--- src/rtl/hd44780_pkg.sv ---
// Shared types, command constants and default timings for the
// HD44780 write-cycle engine.
package hd44780_pkg;

   typedef enum logic [2:0] {
      ST_IDLE,
      ST_SETUP,
      ST_E_HIGH,
      ST_HOLD,
      ST_EXEC
   } state_t;

   localparam logic [7:0] CMD_CLEAR    = 8'h01;
   localparam logic [7:0] CMD_HOME     = 8'h02;
   localparam logic [7:0] CMD_HOME_ALT = 8'h03;

   localparam int DEF_T_AS        = 1;
   localparam int DEF_T_PW        = 2;
   localparam int DEF_T_H         = 1;
   localparam int DEF_T_EXEC      = 4;
   localparam int DEF_T_EXEC_LONG = 100;

   function automatic bit bus_width_ok(input int w);
      return (w == 8) || (w == 4);
   endfunction

   function automatic int max_i(input int a, input int b);
      return (a > b) ? a : b;
   endfunction

   // Clear and home need the long execution delay.
   function automatic logic is_long_cmd(input logic rs, input logic [7:0] d);
      return !rs && ((d == CMD_CLEAR) || (d == CMD_HOME) || (d == CMD_HOME_ALT));
   endfunction

endpackage

--- src/rtl/hd44780_bus_writer_timer.sv ---
// Phase timer: loaded with N at state entry, expires on the N-th tick.
module hd44780_phase_timer #(
   parameter int CNT_W = 4
) (
   input  logic             i_clk,
   input  logic             i_reset,
   input  logic             i_tick,
   input  logic             i_load,
   input  logic [CNT_W-1:0] i_n,
   output logic             o_expire
);

   logic [CNT_W-1:0] cnt_q;
   logic [CNT_W-1:0] cnt_d;

   always_comb begin
      cnt_d = cnt_q;
      if (i_load) begin
         cnt_d = i_n;
      end else if (i_tick && (cnt_q != '0)) begin
         cnt_d = cnt_q - 1'b1;
      end
   end

   assign o_expire = i_tick && (cnt_q == CNT_W'(1));

   always_ff @(posedge i_clk or posedge i_reset) begin
      if (i_reset) begin
         cnt_q <= '0;
      end else begin
         cnt_q <= cnt_d;
      end
   end

endmodule

--- src/rtl/hd44780_bus_writer.sv ---
// HD44780 write-cycle engine: one RS+byte write per handshake,
// 8-bit or 4-bit bus, with setup/pulse/hold/exec phases.
module hd44780_bus_writer
   import hd44780_pkg::*;
#(
   parameter int BUS_WIDTH   = 8,
   parameter int T_AS        = DEF_T_AS,
   parameter int T_PW        = DEF_T_PW,
   parameter int T_H         = DEF_T_H,
   parameter int T_EXEC      = DEF_T_EXEC,
   parameter int T_EXEC_LONG = DEF_T_EXEC_LONG
) (
   input  logic                 i_clk,
   input  logic                 i_reset,
   input  logic                 i_ena,
   input  logic                 i_valid,
   input  logic                 i_rs,
   input  logic [7:0]           i_data,
   output logic                 o_ready,
   output logic                 o_rs,
   output logic                 o_rw,
   output logic                 o_e,
   output logic [BUS_WIDTH-1:0] o_db,
   output logic                 o_done
);

   localparam int T_MAX = max_i(max_i(max_i(T_AS, T_PW), max_i(T_H, T_EXEC)), T_EXEC_LONG);
   localparam int CNT_W = $clog2(T_MAX) + 1;

   if (!bus_width_ok(BUS_WIDTH)) begin : g_bad_width
      $error("hd44780_bus_writer: BUS_WIDTH must be 8 or 4");
   end

   state_t               state_q, state_d;
   logic                 rs_q, rs_d;
   logic [BUS_WIDTH-1:0] db_q, db_d;
   logic [7:0]           data_q, data_d;
   logic                 long_q, long_d;
   logic                 nib_q, nib_d;
   logic                 done_q, done_d;
   logic                 ld;
   logic [CNT_W-1:0]     ld_n;
   logic                 expire;

   hd44780_phase_timer #(
      .CNT_W (CNT_W)
   ) u_timer (
      .i_clk    (i_clk),
      .i_reset  (i_reset),
      .i_tick   (i_ena),
      .i_load   (ld),
      .i_n      (ld_n),
      .o_expire (expire)
   );

   always_comb begin
      state_d = state_q;
      rs_d    = rs_q;
      db_d    = db_q;
      data_d  = data_q;
      long_d  = long_q;
      nib_d   = nib_q;
      done_d  = 1'b0;
      ld      = 1'b0;
      ld_n    = '0;
      unique case (state_q)
         ST_IDLE: begin
            if (i_valid) begin
               rs_d    = i_rs;
               data_d  = i_data;
               long_d  = is_long_cmd(i_rs, i_data);
               nib_d   = 1'b0;
               db_d    = i_data[7 -: BUS_WIDTH];
               state_d = ST_SETUP;
               ld      = 1'b1;
               ld_n    = CNT_W'(T_AS);
            end
         end
         ST_SETUP: begin
            if (expire) begin
               state_d = ST_E_HIGH;
               ld      = 1'b1;
               ld_n    = CNT_W'(T_PW);
            end
         end
         ST_E_HIGH: begin
            if (expire) begin
               state_d = ST_HOLD;
               ld      = 1'b1;
               ld_n    = CNT_W'(T_H);
            end
         end
         ST_HOLD: begin
            if (expire) begin
               ld = 1'b1;
               // Low nibble goes out on a second strobe in 4-bit mode.
               if ((BUS_WIDTH == 4) && !nib_q) begin
                  nib_d   = 1'b1;
                  db_d    = data_q[BUS_WIDTH-1:0];
                  state_d = ST_SETUP;
                  ld_n    = CNT_W'(T_AS);
               end else begin
                  state_d = ST_EXEC;
                  ld_n    = long_q ? CNT_W'(T_EXEC_LONG) : CNT_W'(T_EXEC);
               end
            end
         end
         ST_EXEC: begin
            if (expire) begin
               state_d = ST_IDLE;
               done_d  = 1'b1;
            end
         end
         default: begin
            state_d = ST_IDLE;
         end
      endcase
   end

   always_ff @(posedge i_clk or posedge i_reset) begin
      if (i_reset) begin
         state_q <= ST_IDLE;
         rs_q    <= 1'b0;
         db_q    <= '0;
         data_q  <= '0;
         long_q  <= 1'b0;
         nib_q   <= 1'b0;
         done_q  <= 1'b0;
      end else begin
         state_q <= state_d;
         rs_q    <= rs_d;
         db_q    <= db_d;
         data_q  <= data_d;
         long_q  <= long_d;
         nib_q   <= nib_d;
         done_q  <= done_d;
      end
   end

   assign o_ready = (state_q == ST_IDLE);
   assign o_e     = (state_q == ST_E_HIGH);
   assign o_rs    = rs_q;
   assign o_rw    = 1'b0;
   assign o_db    = db_q;
   assign o_done  = done_q;

endmodule
--- config.mk ---
export PLATFORM = sky130hd
export DESIGN_NAME = hd44780_bus_writer
export DESIGN_NICKNAME = d
export VERILOG_FILES = /design/src/rtl/hd44780_pkg.sv /design/src/rtl/hd44780_bus_writer_timer.sv /design/src/rtl/hd44780_bus_writer.sv
export SDC_FILE = /design/constraint.sdc
export NUM_CORES = 1
export LEC_CHECK = 0
export ABC_CLOCK_PERIOD_IN_PS = 2560
export CORE_AREA = 10 10 81 83
export CTS_BUF_LIST = sky130_fd_sc_hd__clkbuf_16
export DETAILED_ROUTE_END_ITERATION = 12
export DIE_AREA = 0 0 91 93
export DONT_BUFFER_PORTS = 1
export PLACE_DENSITY = 0.45
export SYNTH_ARGS = -nofsm -noshare
export SYNTH_HDL_FRONTEND = slang
export SYNTH_SLANG_ARGS = --single-unit
--- constraint.sdc ---
create_clock -name i_clk -period 2.56 [get_ports i_clk]
set_input_delay 0.512 -clock i_clk [delete_from_list [all_inputs] [get_ports i_clk]]
set_output_delay 0.512 -clock i_clk [all_outputs]
set_load 0.02 [all_outputs]
== Yosys cells after proc, flatten, opt, wreduce, memory -nomap -nowiden ==
Cells that the tools add are included.

* Add/subtract/negate cells: 1
* Equal/unequal tests: 13
* Mux-type cells: 18
* Reduce and logical (&&, ||, !) cells: 12

{| class="wikitable"
|+ Operators with widths
! cell !! count
|-
| case mux 7 bit (4 select lines) || 1
|-
| == test 8 x 1 -> 1 bit (second input constant) || 2
|-
| == test 8 x 2 -> 1 bit (second input constant) || 2
|-
| 2-to-1 mux 8 bit || 2
|-
| 2-to-1 mux 3 bit || 5
|-
| case mux 3 bit (5 select lines) || 1
|-
| 2-to-1 mux 7 bit || 2
|-
| != test 2 bit (second input constant) || 4
|-
| nonzero test 8 bit || 1
|-
| subtractor 8 x 1 -> 8 bit (second input constant) || 1
|-
| == test 3 x 2 -> 1 bit (second input constant) || 2
|-
| 2-to-1 mux 1 bit || 5
|-
| AND reduction 5 bit || 1
|-
| == test 3 x 1 -> 1 bit (second input constant) || 1
|-
| == test 3 bit (second input constant) || 1
|-
| logical AND 1 bit || 3
|-
| zero test 3 bit || 1
|-
| OR reduction 3 bit || 1
|-
| logical OR 1 bit || 2
|-
| 2-to-1 mux 2 bit || 1
|-
| != test 2 x 1 -> 1 bit (second input constant) || 1
|-
| case mux 1 bit (2 select lines) || 1
|-
| AND reduction 2 bit || 1
|-
| nonzero test 2 bit || 1
|-
| zero test 1 bit || 1
|}

* Register bits after elaboration: 22
* Input bits: 13
* Output and inout port bits: 13

== Longest topological paths before layout ==
Gate-level depths: netlist of run 1.

* Depth after elaboration: 5
* Depth in mapped cells: 7
* Gate-level depth less buffers: 6

== Modules after synthesis ==
A second synthesis of run 1 with hierarchy kept.

* Cell total of the unflattened synthesis: 127
* Area total of the unflattened synthesis: 1,323.8 um2

{| class="wikitable"
|+ Modules (own cells, without submodules)
! module !! times used !! cells each !! area each (um2)
|-
| hd44780_bus_writer || 1 || 55 || 709.4
|-
| hd44780_phase_timer || 1 || 72 || 614.3
|}

== Worst setup path after synthesis of run 1 ==
No wires, ideal clock.

* Kind: reg2reg
* From: register u_timer.cnt_q[0]
* To: register u_timer.cnt_q[1]
* Library setup time: 0.082 ns
* Data arrival time: 1.756 ns
* Data required time: 2.478 ns
* Setup slack: 0.722 ns
* Stages on the path, launching flop included: 8
* Period minus slack after synthesis: 1.838 ns
* Path through: dfrtp_1 > inv_1 > ha_1 > or3b_1 > buf_2 > o21ai_4 > mux2_2 > o22ai_1

* Word-level cells in the longest chain between the ends: 5
* Elaborated cells between the ends (all ways): 13
* Classes of those cells: 1 x add/sub; 1 x eq/ne; 7 x mux; 4 x reduce/logical

{| class="wikitable"
|+ Ends and longest elaborated chain
! what !! line !! RTL
|-
| from (decl) || hd44780_bus_writer_timer.sv:13 || <nowiki>logic [CNT_W-1:0] cnt_q;</nowiki>
|-
| from (signal assigned) || hd44780_bus_writer_timer.sv:31 || <nowiki>cnt_q <= cnt_d;</nowiki>
|-
| branches (longest 5 deep; another with subtractor 8 x 1 -> 8 bit) || - ||
|}

Several ways; the timed one is not identified. The select of a mux whose other input is x is not followed.
A chain may end at the register's enable or synchronous reset.

== Final worst setup path of run 1 ==
Same ends and word-level chain as after synthesis.

==> results of run 1 <==
## registers in the layout, indices dropped and copies added, names as in the netlist
name / count
o_db: 8
u_timer.cnt_q: 8
state_q: 3
long_q: 1
o_done: 1
o_rs: 1
## synth_stat cells, drive strengths merged, types with 3 or more instances
| cell type | number |
|---|---|
| dfrtp | 22 |
| clkbuf | 3 |
| nand2 | 33 |
| inv | 4 |
| nor3 | 5 |
| nand3 | 3 |
| buf | 5 |
| nor2 | 7 |
## per-layer routing
layer | track usage [%] | share of wire (%) | vias to the layer above | wire length [µm]
met5 | 0 | 0 | - | 0
met4 | 2.87 | 1.1 | 0 | 30
met3 | 4.08 | 12 | 4 | 323
met2 | 10.1 | 45 | 33 | 1250
met1 | 8.34 | 42 | 446 | 1180
li1 | - | - | 455 | -
## critical path, cell delays in order (launching register included)
cell,delay (ns)
dfrtp_1,0.43
inv_1,0.08
ha_1,0.19
or3b_1,0.46
o21ai_4,0.27
mux2_2,0.37
o22ai_1,0.14
## cell type report
class,count,area [µm²]
clock inverter,1,30.0
multi-input combinational,96,593
tap,70,87.6
fill,553,3630
sequential,22,551
inverter,4,15.0
clock buffer,3,75.1
timing repair buffer,4,30.0
## cells by family (layout without fill, tap and decap cells)
group	Yosys count	in the layout
flip-flops	22	22
buffers and inverters	12	12
adder cells (fa/ha/maj)	2	2
multiplexers	1	1
XOR/XNOR	4	4
AO/OA/AOI/OAI	22	22
other	1	1
AND/OR/NAND/NOR	66	66
## cells in the final DEF (no fill, tap or decap), types with 2 or more instances in the layout
cell       synthesis  final
a32oi_1            2      2
nor3b_1            2      2
xor2_1             2      2
ha_1               2      2
buf_4              1      4
nor3_1             5      5
a21oi_1            2      2
nand3_1            3      3
nand4_1            2      2
clkbuf_16          0      3
o211a_1            2      2
inv_1              4      4
o211ai_1           2      2
o21a_1             2      2
nor2_1             7      7
nand2_1           33     33
dfrtp_1           22     22
xnor2_1            2      2
## metrics by stage
| step | setup WS (ns) | instance area, µm² | hold slack, ns | total power [mW] |
|---|---|---|---|---|
| 6_report | 0.544 | 1380 | 0.306 | 1.66 |
| 2_1_floorplan | 0.722 | 1200 | 0.435 | 1.10 |
| 5_1_grt | 0.430 | 1380 | 0.362 | 1.78 |
| 4_1_cts | 0.545 | 1380 | 0.343 | 1.68 |
| 3_5_place_dp | 0.597 | 1280 | 0.477 | 1.24 |
| 3_3_place_gp | 0.659 | 1280 | 0.470 | 1.23 |
## final timing paths
path | startpoint | to | slack (ns) | cells after the start
worst max register to register | u_timer.cnt_q[0] | u_timer.cnt_q[1] | 0.54 | 6
min in group i_clk | i_data[3] | long_q | 0.35 | 1
max in group asynchronous | i_reset | state_q[2] | 1.74 | 1
worst min register to register | long_q | long_q | 0.48 | 2
worst max-delay path | u_timer.cnt_q[0] | u_timer.cnt_q[1] | 0.54 | 6
worst min-delay path | i_reset | o_rs | 0.31 | 1
## power by group
group | switching [mW] | internal, mW | leakage, nW
clock | 0.119 | 0.310 | 0.0511
combinational | 0.251 | 0.228 | 0.253
sequential | 0.262 | 0.487 | 0.274
total | 0.632 | 1.03 | 0.578
==> impl_results.md, run 1 <==
- Clock Latency Late Sink: 0.25 ns
- EDFF count, synth: 0
- Clock skew: ~0.0025 ns
- Post-CTS Setup Bufs: 0
- Setup TNS: 0 ns
- Grt ovf: 0
- Main synth FF type: dfrtp_1
- IO buf count: 0
- Detail Route Antenna Nets: 0
- Layout cell share with drive strength beyond 1: 13.1%
- DRT Pass-1 Iters: 4
- Asr flop ratio synth: 100%
- YS warnings: 0
- Rel. slew slack: 45.4%
- Layout Utilization: between 20% and 30%
- Drt total wl: approximately 2800 µm
- First-pass GRT wire length: 4990 µm
- HPWL Detailed: 2140 µm
- Final-report setup violation count: 0
- H-tree Lvls: 1
- Core region area: 0.00501 mm²
- Compound-Gate Fraction of Synth Area: approximately 15%
- CTS sink count: 22
- Fmax: 496 MHz
- Ranking of synthesized cells by area: dfrtp_1 46%, nand2_1 10%, nor2_1 2.2%
- GP Congestion: between 0.8 and 0.9
- Post-synthesis adder-cell area fraction: 2.09%
- Slew @ Worst Pin: approximately 0.82 ns
- Drt via density: 4.69
- Worst EP arrival: 2.18 ns
- Final non-filler cell total: 200
- Max Slew Vio Count: 0
- Critical Path Fanout Max: 8
- Largest net degree at the start of global routing: 23
- Synth unique cells: 47
- Placed cells: between 150 and 200
- GR Util All Layers: 7.02%
- Post-synthesis instance area: 0.00120 mm²
- DR iter-0 viols: 42
- Post_cts resized: 0
- Final period utilization: 78.8%
- Initial core utilization: approximately a quarter
- Post-synthesis mux area share: less than 1%
- Post-Syn Area per Cell: just over 9 µm²
- XOR/XNOR Fraction of Synth Area: under 10%
- RSZ-0062 raised after global routing: no
- Post-synthesis simple-gate area fraction: between 20 and 30%
- Vias in the first global route: 1029
- Minimum clock period: 2.02 ns
- Hold buffers post-CTS: 0
- Die Span Y: 93 µm
- Row count: 26
- ANT cells: 0
- Boundary pin count: 26
- Initial antenna violation count: 0
- Worst path required time: 2.73 ns
- Synthesis-stage register bit count: 22
- Pwr per Cell Area: 1200 mW/mm²
- Synth Instances: 130
- Peak VDD IR: 0.325 mV
- HP Class: input port to async pin
- Maxcap violations: 0
- Synthesis-to-layout area growth: 15.4%
- CTS Buffer Depth: 2
- Mapped Nets: 145
- Clock-pin slew on the worst setup and hold paths: 0.06 ns
- CTS tree: yes
- Status: complete, no violations
- Type of origin of the critical path: register
- Die area: about 0.0085 mm²
- CTS Buf Count: 3
- Seq/Total Area, Yosys: a little under half
- Top cell type's share of synthesized area: between 40% and 50%
- Final #Nets: 146
- Clk root buf: clkbuf_16
- Vias: around 940
- Wire per inst: 13.9 µm
- Top cell type by total area after synthesis: dfrtp_1
- Crit Path Class: register to register
- Leak pwr: roughly 0.58 nW
- Final Hold Violating Endpoints: 0
- Die Span X: roughly 91 µm
- Crit end category: register
- Remaining DRCs: 0
- Largest family of logic cells by synthesized area: simple AND/OR/NAND/NOR gates
No activity file was read; power rests on OpenSTA's default activity.
==> run 2: changes to the inputs <==
- ABC_CLOCK_PERIOD_IN_PS: 2560 -> 2029
- clock period: 2.56 -> 2.03 ns (I/O delays scaled with it)
==> run 2 against run 1 <==
  * Wire length rose by 4.1%
  * Sequential share of layout area fell by 1.3 points
  * Flip-flop and latch count did not move
  * Die area did not move
  * Total power rose by 29%
  * Critical endpoint unchanged
  * Final area rose by 3.4%
  * Fmax rose by 7.1%
  * Count of clock-buffer cells in the layout did not move
  * First-iteration DRC count rose by 86%
  * Critical path type unchanged
==> impl_results.md, run 2 (synthesis results as in run 1) <==
- Status: complete, no violations
- Vias: 971 (+3.5%)
- Initial core utilization: 23.9% (unchanged)
- Detail Route Antenna Nets: 0 (unchanged)
- Sw Ratio: 37.9% (-0.27 points)
- Clk root buf: clkbuf_16
- Layout cell share with drive strength beyond 1: 17.6% (+4.6 points)
- Type of origin of the critical path: register
- Initial antenna violation count: 0 (unchanged)
- Die Span Y: 93 µm (unchanged)
- Setup TNS: 0 ns (unchanged)
- Crit end category: register
- Comb pwr share: 31.1% (+2.2 points)
- DR iter-0 viols: 78 (+86%)
- IO buf count: 0 (unchanged)
- Worst EP arrival: 2.06 ns (-0.12 ns)
- CTS Buf Count: 3 (unchanged)
- Most common cell after layout, fill and taps aside: nand2_1
- Share of power burned in registers: 43.3% (-1.9 points)
- Leak pwr: 0.609 nW (+5.4%)
- Drt via density: 4.71 (+0.50%)
- ANT cells: 0 (unchanged)
- Row count: 26 (unchanged)
- Vias in the first global route: 1036 (+0.68%)
- H-tree Lvls: 1 (unchanged)
- Clock Latency Late Sink: 0.25 ns (about the same)
- Sw Pwr: 0.811 mW (+28%)
- Fillcell total: 564 (+2.0%)
- Largest net degree at the start of global routing: 23 (unchanged)
- Pwr per Cell Area: 1500 mW/mm² (+25%)
- DRT Pass-1 Iters: 4 (unchanged)
- Core region area: 0.00501 mm² (unchanged)
- HP Class: input port to async pin
- Worst path required time: 2.21 ns (-0.52 ns)
- Final Hold Violating Endpoints: 0 (unchanged)
- Clock-pin slew on the worst setup and hold paths: 0.06 ns (about the same)
- CTS sink count: 22 (unchanged)
- Final-report setup violation count: 0 (unchanged)
- Layout Utilization: 28.5% (+0.95 points)
- GP Congestion: 0.845 (+0.50%)
- CTS tree: yes
- Boundary pin count: 26 (unchanged)
- Crit Path Class: register to register
- Clock share of power: 25.6% (-0.3 points)
- RSZ-0062 raised after global routing: no
- Hold buffers post-CTS: 0 (unchanged)
- Drt total wl: 2900 µm (+4.1%)
- Internal: 1.33 mW (+30%)
- Synthesis-to-layout area growth: 19.3%
- First-pass GRT wire length: 5070 µm (+1.7%)
- Max Slew Vio Count: 0 (unchanged)
- Minimum clock period: 1.88 ns (-0.134 ns)
- Grt ovf: 0 (unchanged)
- GR Util All Layers: 7.24% (+0.23 points)
- HPWL Detailed: 2260 µm (+5.4%)
- Maxcap violations: 0 (unchanged)
- Fmax: 531 MHz (+7.1%)
- Remaining DRCs: 0 (unchanged)
- Wire per inst: 14.1 µm (+1.1%)
- Final #Nets: 152 (+4.1%)
- CTS Buffer Depth: 2 (unchanged)
- Final period utilization: 92.7% (+14 points)
- Clock skew: 0.00264 ns (+0.000143 ns)
- Peak VDD IR: 0.478 mV (+47%)
- Critical Path Fanout Max: 5 (-3)
- Die area: 0.00846 mm² (unchanged)
- Die Span X: 91 µm (unchanged)
- Most frequent cells in the layout: 33 x nand2_1, 22 x dfrtp_1, 10 x buf_4
## run 2: changes by cell type in the layout (fill, tap and decap cells not counted)
cell / change
or3b_1: -1
buf_4: +6
or3b_4: +1
## run 2: cell type report
type / count / area [µm²] / share of cell area, %
repair buffers: 10 / 75.1 / 5.25
multi-input cells: 96 / 596 / 41.7
well taps: 70 / 87.6 / 6.13
flip-flops and latches: 22 / 551 / 38.5
clock inverters: 1 / 30.0 / 2.10
inverters: 4 / 15.0 / 1.05
clock buffers: 3 / 75.1 / 5.25
## run 2: power by group through the flow
| stage | Clock [mW] | Sequential, mW | Combinational (mW) |
|---|---|---|---|
| 5_1_grt | 0.585 | 0.967 | 0.760 |
| 6_report | 0.549 | 0.927 | 0.666 |
| 3_3_place_gp | 0 | 0.931 | 0.649 |
| 2_1_floorplan | 0 | 0.856 | 0.531 |
| 4_1_cts | 0.562 | 0.932 | 0.664 |
| 3_5_place_dp | 0 | 0.933 | 0.663 |
## run 2: worst max-delay path, stage by stage (launching register included)
cell	delay [ns]
dfrtp_1	0.39
inv_1	0.10
ha_1	0.20
or3b_4	0.43
o21ai_4	0.21
mux2_2	0.36
o22ai_1	0.12
## run 2: final timing paths
kind	to	slack, ns	from	cells after the start
worst max register to register	u_timer.cnt_q[1]	0.15	u_timer.cnt_q[1]	6
worst max-delay path	u_timer.cnt_q[1]	0.15	u_timer.cnt_q[1]	6
max in group asynchronous	o_db[0]	1.73	i_reset	2
worst min register to register	long_q	0.48	long_q	2
min in group i_clk	long_q	0.24	i_data[3]	1
worst min-delay path	o_rs	0.07	i_reset	2
## run 2: routing by layer
| metal | track usage, % | share of wire [%] | vias up |
|---|---|---|---|
| met3 | 3.68 | 11 | 6 |
| met2 | 10.7 | 45 | 29 |
| li1 | - | - | 468 |
| met4 | 2.74 | 1.7 | 0 |
| met1 | 8.78 | 43 | 468 |
| met5 | 0 | 0 | - |
## run 2: metrics by stage
step	power, mW	instance area (µm²)	hold slack (ns)	setup slack (ns)	cells
floorplan	1.39	1200	0.395	0.192	130
global placement	1.58	1310	0.358	0.144	200
detailed placement	1.60	1310	0.359	0.0658	200
CTS	2.16	1410	0.0853	0.0475	204
global route	2.31	1430	0.109	0.0416	206
finish	2.14	1430	0.0720	0.148	206
## run 2: timing repair
action / CTS / global route
endpoints found under the setup margin: 0 / 1
setup buffers: 0 / 2
gates resized for setup: 0 / 1
==> run 3: changes to the inputs <==
--- a/config.mk
+++ b/config.mk
@@ -7,3 +7,3 @@
 export LEC_CHECK = 0
-export ABC_CLOCK_PERIOD_IN_PS = 2029
+export ABC_CLOCK_PERIOD_IN_PS = 1800
 export CORE_AREA = 10 10 81 83
@@ -13,2 +13,3 @@
 export DONT_BUFFER_PORTS = 1
+export MAX_ROUTING_LAYER = met4
 export PLACE_DENSITY = 0.45
==> constraint.sdc (replaced) <==
create_clock -name i_clk -period 1.8 [get_ports i_clk]
set_input_delay 0.18 -clock i_clk [delete_from_list [all_inputs] [get_ports i_clk]]
set_output_delay 0.18 -clock i_clk [all_outputs]
set_load 0.02 [all_outputs]
==> run 3 against run 2 <==
  * The run now ends with setup timing left
  * Global-route usage is 0.85 points higher
  * Worst setup slack worse by 0.15 ns
  * Clock skew grew 0.0021 ns
  * Sequential power grew 11%
  * Non-clock buffer count is 8 higher
==> impl_results.md, run 3 (synthesis results as in run 1) <==
- IO buf count: 0 (unchanged)
- Sw Ratio: 37.9% (+0.059 points)
- Largest net degree at the start of global routing: 23 (unchanged)
- Layout cell share with drive strength beyond 1: 27.1% (+9.4 points)
- CTS Buffer Depth: 2 (unchanged)
- Clock-pin slew on the worst setup and hold paths: 0.06 ns (about the same)
- Final period utilization: 100% (+7.6 points)
- Die area: 0.00846 mm² (unchanged)
- HPWL Detailed: 2360 µm (+4.4%)
- Dpl cell area: 0.00137 mm² (+4.5%)
- Critical Path Fanout Max: 6 (+1)
- Pwr per Cell Area: 1710 mW/mm² (+14%)
- Crit Path Class: register to register
- Type of origin of the critical path: register
- Final instance area: 0.00154 mm² (+7.9%)
- Violated checks: setup timing
- Final Hold Violating Endpoints: 0 (unchanged)
- Clock Latency Late Sink: 0.26 ns (about the same)
- Detail Route Antenna Nets: 0 (unchanged)
- HP Class: input port to register
- Worst EP arrival: 1.99 ns (-0.07 ns)
- Leak pwr: 0.663 nW (+8.9%)
- Layout Utilization: 30.8% (+2.2 points)
- Fmax: 554 MHz (+4.2%)
- Crit end category: register
- DR iter-0 viols: 81 (+3.8%)
- Sw Pwr: 1.00 mW (+23%)
- Clk root buf: clkbuf_16
- First-pass GRT wire length: 5520 µm (+8.9%)
- Clock share of power: 24.1% (-1.5 points)
- Fillcell total: 546 (-3.2%)
- Internal: 1.64 mW (+23%)
- H-tree Lvls: 1 (unchanged)
- DRT Pass-1 Iters: 4 (unchanged)
- Most common cell after layout, fill and taps aside: nand2_1
- Drt via density: 4.72 (+0.13%)
- GP Congestion: 0.850 (+0.58%)
- Peak VDD IR: 0.634 mV (+33%)
- Share of power burned in registers: 39.0% (-4.3 points)
- Final-report setup violation count: 1 (+1)
- GR Util All Layers: 8.09% (+0.85 points)
- RSZ-0062 raised after global routing: yes
- Fin Hold WS: 0.00450 ns (-0.0675 ns)
- Crit path launch: u_timer.cnt_q[7]
- Comb pwr share: 36.8% (+5.7 points)
- Synthesis-to-layout area growth: 28.7%
- Hold Crit Start: i_data[3]
- CTS tree: yes
- Row count: 26 (unchanged)
- Vias: 1010 (+4.0%)
- Initial core utilization: 23.9% (unchanged)
- Most frequent cells in the layout: 33 x nand2_1, 22 x dfrtp_1, 15 x buf_4
- Final #Nets: 160 (+5.3%)
- Die Span Y: 93 µm (unchanged)
- Status: finished, violations left
- Crit Reg-Reg Startpoint: u_timer.cnt_q[7]
- Worst setup margin: -0.00645 ns (-0.154 ns)
- Die Span X: 91 µm (unchanged)
- Clock skew: 0.00474 ns (+0.00210 ns)
- Max Slew Vio Count: 0 (unchanged)
- Drt total wl: 3120 µm (+7.5%)
- Vias in the first global route: 1140 (+10%)
- Worst path required time: 1.98 ns (-0.23 ns)
- Maxcap violations: 0 (unchanged)
- CTS Buf Count: 3 (unchanged)
- Boundary pin count: 26 (unchanged)
- Remaining DRCs: 0 (unchanged)
- Initial antenna violation count: 0 (unchanged)
- Minimum clock period: 1.81 ns (-0.0758 ns)
- Core region area: 0.00501 mm² (unchanged)
- Grt ovf: 0 (unchanged)
- CTS sink count: 22 (unchanged)
- Wire per inst: 14.6 µm (+3.5%)
- ANT cells: 0 (unchanged)
==> run 3: changes by cell type in the layout (fill, tap and decap cells not counted), sizes merged <==
cell / before / now
dlygate4sd3: 0 / 1
buf: 10 / 17
==> run 3: worst paths after layout <==
path                                    endpoint  slack [ns]  depth (start not counted)
worst max-delay path            u_timer.cnt_q[1]      -0.006                          4
worst min-delay path                      long_q       0.004                          1
worst max register to register  u_timer.cnt_q[1]      -0.006                          4
worst min register to register            long_q        0.48                          2
max in group asynchronous       u_timer.cnt_q[0]        1.17                          3
min in group asynchronous                   o_rs        0.40                          3
==> run 3: power by group through the flow <==
| stage | Sequential, mW | Combinational (mW) | Clock, mW |
|---|---|---|---|
| after floorplan | 0.966 | 0.625 | 0 |
| after global placement | 1.02 | 0.867 | 0 |
| after detailed placement | 1.02 | 0.886 | 0 |
| after CTS | 1.03 | 0.913 | 0.647 |
| after global routing | 1.08 | 1.10 | 0.669 |
| final | 1.03 | 0.973 | 0.637 |
==> run 3: stage by stage <==
| stage | std cells | TNS [ns] | setup slack [ns] | power, mW |
|---|---|---|---|---|
| floorplan | 130 | -0.0211 | -0.0207 | 1.59 |
| global placement | 207 | 0 | 0.0271 | 1.89 |
| detailed placement | 207 | -0.132 | -0.0480 | 1.91 |
| CTS | 213 | 0 | 0.00398 | 2.59 |
| global route | 214 | -0.415 | -0.101 | 2.85 |
| finish | 214 | -0.00645 | -0.00645 | 2.64 |
==> run 3: metal layers <==
metal / share of wire, % / global-route usage, % / wire length [µm]
met5: 0 / - / 0
met4: 2.2 / 3.52 / 70
met3: 9.2 / 3.20 / 288
met2: 47 / 12.9 / 1470
met1: 41 / 8.83 / 1290
==> run 3: what timing repair did <==
item                                    in CTS  in global routing
gates resized for setup                      2                  9
pin swaps                                    3                  5
endpoints found under the setup margin       6                 11
hold endpoints to repair                    22                  0
setup buffers                                1                  1
hold buffers                                 1                  0
==> run 3: cell type report <==
type / instances / area, µm² / area share (%)
clock buffer: 3 / 75.1 / 4.87
clock inverter: 1 / 30.0 / 1.95
inverter: 4 / 15.0 / 0.974
multi-input combinational: 96 / 638 / 41.4
sequential: 22 / 551 / 35.7
tap: 70 / 87.6 / 5.68
timing repair buffer: 18 / 145 / 9.42
==> run 3: worst max-delay path: stages (launching register included) <==
cell and delay, ns:
dfrtp_1 0.42, or4_4 0.60, o21ai_4 0.28, mux2_4 0.34, o22ai_2 0.09
